==> src/rtl/jk_sched_pkg.sv <==
// Shared encodings for the JK bank scheduler: bit-command opcodes and controller states.
package jk_sched_pkg;

  typedef enum logic [1:0] {
    OP_HOLD   = 2'b00,
    OP_RESET  = 2'b01,
    OP_SET    = 2'b10,
    OP_TOGGLE = 2'b11
  } op_e;

  typedef enum logic [1:0] {
    IDLE  = 2'b00,
    DRIVE = 2'b01,
    ACK   = 2'b10
  } state_e;

endpackage

==> src/rtl/jk_cell.sv <==
// One JK storage bit built on an SR register; s and r are derived from j, k and the
// current state, so they can never both be high.
module jk_cell (
  input  logic clk,
  input  logic rst,
  input  logic j,
  input  logic k,
  output logic q,
  output logic qbar
);

  logic s;
  logic r;

  assign s = j & ~q;
  assign r = k & q;

  always_ff @(posedge clk) begin
    if (rst)    q <= 1'b0;
    else if (s) q <= 1'b1;
    else if (r) q <= 1'b0;
  end

  assign qbar = ~q;

endmodule

==> src/rtl/jk_bank_scheduler.sv <==
// Two-requester round-robin command controller for a bank of JK cells; each accepted
// command drives J/K for exactly one clock edge (IDLE -> DRIVE -> ACK).
module jk_bank_scheduler
  import jk_sched_pkg::*;
#(
  parameter int N_BITS = 8
) (
  input  logic              clk,
  input  logic              rst,
  input  logic              req0_valid,
  input  logic [1:0]        req0_op,
  input  logic [N_BITS-1:0] req0_mask,
  output logic              req0_ready,
  input  logic              req1_valid,
  input  logic [1:0]        req1_op,
  input  logic [N_BITS-1:0] req1_mask,
  output logic              req1_ready,
  output logic [N_BITS-1:0] q,
  output logic [N_BITS-1:0] qbar,
  output logic              busy,
  output logic              done,
  output logic              done_id
);

  state_e            state;
  state_e            state_next;
  logic              last_grant;
  op_e               op_r;
  logic [N_BITS-1:0] mask_r;
  logic              id_r;
  logic              xfer;
  logic [N_BITS-1:0] j;
  logic [N_BITS-1:0] k;

  // Under contention the requester that did not win last time gets the grant.
  always_comb begin
    req0_ready = 1'b0;
    req1_ready = 1'b0;
    if (state == IDLE) begin
      if (req0_valid && req1_valid) begin
        if (last_grant) req0_ready = 1'b1;
        else            req1_ready = 1'b1;
      end else if (req0_valid) begin
        req0_ready = 1'b1;
      end else if (req1_valid) begin
        req1_ready = 1'b1;
      end
    end
  end

  assign xfer = req0_ready | req1_ready;

  always_comb begin
    state_next = state;
    case (state)
      IDLE:    if (xfer) state_next = DRIVE;
      DRIVE:   state_next = ACK;
      ACK:     state_next = IDLE;
      default: state_next = IDLE;
    endcase
  end

  always_ff @(posedge clk) begin
    if (rst) begin
      state      <= IDLE;
      last_grant <= 1'b1;
      op_r       <= OP_HOLD;
      mask_r     <= '0;
      id_r       <= 1'b0;
    end else begin
      state <= state_next;
      if (xfer) begin
        last_grant <= req1_ready;
        id_r       <= req1_ready;
        op_r       <= req1_ready ? op_e'(req1_op) : op_e'(req0_op);
        mask_r     <= req1_ready ? req1_mask : req0_mask;
      end
    end
  end

  // J/K are only non-zero for the single DRIVE cycle; everywhere else the bank holds.
  always_comb begin
    j = '0;
    k = '0;
    if (state == DRIVE) begin
      case (op_r)
        OP_SET:    j = mask_r;
        OP_RESET:  k = mask_r;
        OP_TOGGLE: begin
          j = mask_r;
          k = mask_r;
        end
        default: begin
          j = '0;
          k = '0;
        end
      endcase
    end
  end

  for (genvar i = 0; i < N_BITS; i++) begin : g_cell
    jk_cell u_cell (
      .clk  (clk),
      .rst  (rst),
      .j    (j[i]),
      .k    (k[i]),
      .q    (q[i]),
      .qbar (qbar[i])
    );
  end

  assign busy    = (state != IDLE);
  assign done    = (state == ACK);
  assign done_id = done & id_r;

endmodule

==> config.mk <==
export PLATFORM = sky130hd
export DESIGN_NAME = jk_bank_scheduler
export DESIGN_NICKNAME = d
export VERILOG_FILES = /design/src/rtl/jk_sched_pkg.sv /design/src/rtl/jk_cell.sv /design/src/rtl/jk_bank_scheduler.sv
export SDC_FILE = /design/constraint.sdc
export NUM_CORES = 1
export LEC_CHECK = 0
export ABC_AREA = 1
export BUFFER_PORTS_ARGS = -buffer_cell sky130_fd_sc_hd__buf_2
export CAP_MARGIN = 20
export CORE_MARGIN = 4
export CORE_UTILIZATION = 52
export CTS_BUF_LIST = sky130_fd_sc_hd__clkbuf_16
export DETAILED_ROUTE_END_ITERATION = 8
export PLACE_DENSITY = 0.83
export SLEW_MARGIN = 10
export SYNTH_ARGS = -nofsm -noshare
export SYNTH_HDL_FRONTEND = slang
export SYNTH_SLANG_ARGS = --single-unit
==> constraint.sdc <==
create_clock -name clk -period 2.6 [get_ports clk]
set_clock_uncertainty 0.2 [all_clocks]
set_input_delay 0.26 -clock clk [delete_from_list [all_inputs] [get_ports clk]]
set_output_delay 0.26 -clock clk [all_outputs]
set_load 0.005 [all_outputs]
# Word level (Yosys, flattened, before mapping)
# Cells that the tools add are included.
# word_totals
word_cells	91
register_bits	22
out_inout_bits	21
in_bits	24
# classes
reduce_logical	13
eq_ne	6
bitwise_logic	26
mux	33
# op_table
operator	n
2-to-1 mux 8 bit	5
2-to-1 mux 1 bit	25
nonzero test 2 bit	9
AND 1 bit	17
inverter 1 bit	8
== test 2 bit, second input constant	3
== test 2 x 1 -> 1 bit, second input constant	2
2-to-1 mux 2 bit	2
case mux 2 bit (2 select lines)	1
OR reduction 2 bit	2
logical NOT 2 bit	1
inequality test 2 bit, second input constant	1
logical AND 1 bit	1
OR 1 bit	1

# Depth between registers and ports, before layout
# depth
depth_word	7
mapped_depth	6
depth_no_buf	6

# Modules after synthesis
# From an unflattened synthesis, not the netlist that was laid out.
# unflattened
cells_unflattened	188
area_unflattened_um2	1196.1
# modules_own_cells
module	instances	cells_per_inst	area_per_inst_um2	seq_area_each_um2
jk_bank_scheduler	1	132	855.8	280.3
jk_cell	8	7	42.5	20.0

# Worst setup path before layout
# OpenSTA, ideal clock, no wires.
# synth_path
path_type	register to output
start	reg state[0]
end	out req0_ready
arrival_ns	0.900
path_stages_with_launch	5
path_buffers	1
setup_slack_ns	1.240
path_cell_list	dfxtp_1 nor2_4 buf_2 nand2_1 a21oi_1
# synth_between
elab_chain_len	2
# synth_rtl
item	line	source
start, declared	jk_bank_scheduler.sv:25	state_e state;
start signal, assigned	jk_bank_scheduler.sv:71	state <= state_next;
logical NOT 2 bit	jk_bank_scheduler.sv:39	if (state == IDLE) begin
2-to-1 mux 1 bit	jk_bank_scheduler.sv:39	
end, declared	jk_bank_scheduler.sv:13	output logic req0_ready,
# Every way passes these cells.

# Final worst setup path
# layout_path
start	reg state[0]
end	out req1_ready
# layout_between
elab_chain_len	2
# layout_rtl
item	line	source
logical NOT 2 bit	jk_bank_scheduler.sv:39	
2-to-1 mux 1 bit	jk_bank_scheduler.sv:39	
end, declared	jk_bank_scheduler.sv:17	output logic req1_ready,
# Every way passes these cells.

==> results.py <==
metrics = {
    "global_route": {
        "grt_max_degree": 15,
        "grt_pass1_wl_mm": 4.23,
        "antenna_found_initial": 0,
        "top_usage_layer": "met2",
        "grt_pass1_vias": 1068,
        "grt.overflow.total": 0,
        "grt.total_usage_pct": 16.2,
        "grt_util_met3_pct": 4.83,
        "use_met1_pct": 19.1,
        "gr-usage-met2_pct": 28.7,
    },
    "clock_network": {
        "cts_tree": "done",
        "htree_levels": 1,
        "cts_buffer_depth": 2,
        "clock-sinks": 22,
        "clock_latency_ns": 0.25,
        "root_buffer": "clkbuf_16",
        "post_cts_buffers": 0,
        "cts.reportedPaths.clkPinSlew_ns": 0.06,
        "ctsHoldBuffers": 0,
        "cts_resized": 0,
        "cts_made_buffers": 3,
    },
    "layout": {
        "drive_above_1_share_pct": 28.6,
        "multiInputGateArea_sq_um": 500,
        "regArea_sq_um": 440,
        "fill_cells": 213,
        "layout_common_cells": "buf_2, nand2_1, inv_1, dfxtp_1, nand3_1",
        "syn_to_final_growth_pct": 15.1,
        "final_common_cell": "buf_2",
        "fin_cells": 234,
        "nets": 232,
        "antenna_cells": 0,
    },
    "floorplan": {
        "design.core.area_sq_um": 2230,
        "io_pins": 45,
        "die_area_sq_um": 3220,
        "die_w_um": 56.7,
        "die_height_um": 56.7,
        "placementRows": 17,
        "start_util_pct": 55.2,
    },
    "drt": {
        "drc_errors": 0,
        "ant_nets": 0,
        "dr.first_iter.drc_count": 21,
        "viasPerCell": 4.89,
        "wire_per_inst_um": 10.8,
        "vias": 1145,
        "drt_wl_total_mm": 2.52,
        "firstDrtPassIters": 4,
    },
    "synthesis": {
        "synthMuxAreaShare_pct": 0,
        "synth_compound_area_share_pct": 9.23,
        "syn_area_sq_um": 1230,
        "synthXorXnorAreaFrac_pct": 0,
        "synth_fa_ha_area_share_pct": 0,
        "avgSynthCellArea_sq_um": 6.85,
        "yosys_warnings": 0,
        "syn-num-nets": 204,
        "yosys.area_share.simple_pct": 31.3,
        "ys_ff_latch": 22,
        "synth_cell_type_count": 22,
        "synth_top_family_by_area": "simple AND/OR/NAND/NOR gates",
        "syn_inst": 180,
        "seq_area_frac_synth_pct": 35.7,
    },
    "sta": {
        "setup_tns_ns": 0,
        "clock.fmax_mhz": 540,
        "hold_violations": 0,
        "maxSlewHeadroom_pct": 77.5,
        "rsz0062_at_grt": "no",
        "tightest_slew_ns": 0.337,
        "post-route-min-period_ns": 1.85,
        "finalSetupViolCount": 0,
        "period_share_pct": 71.3,
        "slew_violations": 0,
    },
    "run_status": {
        "outcome": "complete, no violations",
    },
    "critical_path": {
        "start_kind": "flip-flop",
        "worst_ep_required_time_ns": 2.14,
        "crit_path_max_fanout": 14,
        "crit_path_end_kind": "output port",
        "critical_path_class": "flip-flop to output port",
        "r2r_slack_ns": 1.08,
        "arrival_ns": 1.39,
        "r2r_cells": 6,
    },
    "power_and_ir_drop": {
        "p_sw_w": 0.000217,
        "power.total_w": 0.000832,
        "leakage_nw": 0.753,
        "power_density_nw_per_um2": 586,
        "p_sw_share_pct": 26.1,
        "clkPwrFrac_pct": 37.6,
        "power_frac_seq_pct": 46.3,
        "ir_drop_uv": 516,
        "p_int_w": 0.000615,
        "combinationalPowerShare_pct": 16.0,
    },
    "placed_design": {
        "dp_hpwl_mm": 1.93,
        "portBuffers": 44,
        "placedCellCount": 231,
        "routabilityCongestion": 0.812,
    },
    "worst_hold_path": {
        "whs_path_depth": 5,
        "hold_path_class": "input pin to flip-flop",
    },
    "job": {
        "timing.max_cap.violations": 0,
    },
}
-- path summary, 6_finish.rpt --
check | start | endpoint
worst min register to register | mask_r[5] | mask_r[5]
worst max-delay path | state[0] | req1_ready
worst min-delay path | req0_mask[1] | mask_r[1]
worst max register to register | state[0] | mask_r[0]
-- final cells by class --
| cell class | instances | share of cell area [%] |
|---|---|---|
| inverters | 39 | 10.5 |
| clock buffers | 3 | 5.29 |
| well taps | 28 | 2.47 |
| flip-flops and latches | 22 | 31.0 |
| multi-input cells | 98 | 35.2 |
| repair buffers | 44 | 15.5 |
-- cell families (layout without fill, tap and decap cells) --
group / count (synthesis) / count (layout)
AND/OR/NAND/NOR: 77 / 77
buffers and inverters: 60 / 86
flip-flops: 22 / 22
AO/OA/AOI/OAI: 21 / 21
-- metrics by stage --
stage	hold WS (ns)	setup slack (ns)	area (sq um)	utilization (%)
after CTS	0.0967	0.755	1420	63.6
final	0.0915	0.747	1420	63.6
after detailed placement	0.263	1.01	1350	60.2
after global routing	0.110	0.637	1420	63.6
after floorplan	0.132	1.24	1230	-
after global placement	0.257	1.02	1350	60.2
-- flip-flops by register name, indices dropped and copies added, names as in the netlist --
register and count:
state 2, op_r 2, mask_r 8, last_grant 1, g_cell.u_cell.q 8, id_r 1
-- cell usage after synthesis --
library cell	instances	share of area, %
a31oi_1	3	1.5
inv_4	1	0.51
nand3_1	19	7.7
clkbuf_1	1	0.30
o21ai_2	1	0.71
nand2_1	36	11
buf_4	16	9.7
nor2_1	5	1.5
nand4_1	10	5.1
buf_2	4	1.6
nand2_2	1	0.51
dfxtp_1	22	36
o21ai_1	3	1.2
nand3_2	1	0.81
a21oi_1	8	3.2
nor3_1	1	0.41
o21ai_0	5	2.0
o22ai_1	1	0.51
nor2_4	3	2.7
inv_1	34	10
inv_2	4	1.2
nor2_8	1	1.6
-- power by group through the flow --
| stage | Sequential [W] | Combinational [W] | Clock (W) |
|---|---|---|---|
| 5_1_grt | 0.000390 | 0.000152 | 0.000325 |
| 4_1_cts | 0.000385 | 0.000135 | 0.000314 |
| 6_report | 0.000385 | 0.000134 | 0.000313 |
| 3_5_place_dp | 0.000392 | 0.000133 | 0 |
| 2_1_floorplan | 0.000384 | 0.000101 | 0 |
| 3_3_place_gp | 0.000391 | 0.000132 | 0 |
-- worst max-delay path, cell delays in order, from the launching register on --
cell,delay (ns)
dfxtp_1,0.36
nor2_4,0.28
nand3_2,0.29
inv_1,0.10
buf_2,0.11
-- per-layer routing --
| layer | routed length (um) | vias to the layer above |
|---|---|---|
| li1 | - | 605 |
| met1 | 1070 | 502 |
| met2 | 1240 | 36 |
| met3 | 197 | 2 |
| met4 | 11 | 0 |
| met5 | 0 | - |
No activity file was read; power rests on OpenSTA's default activity.
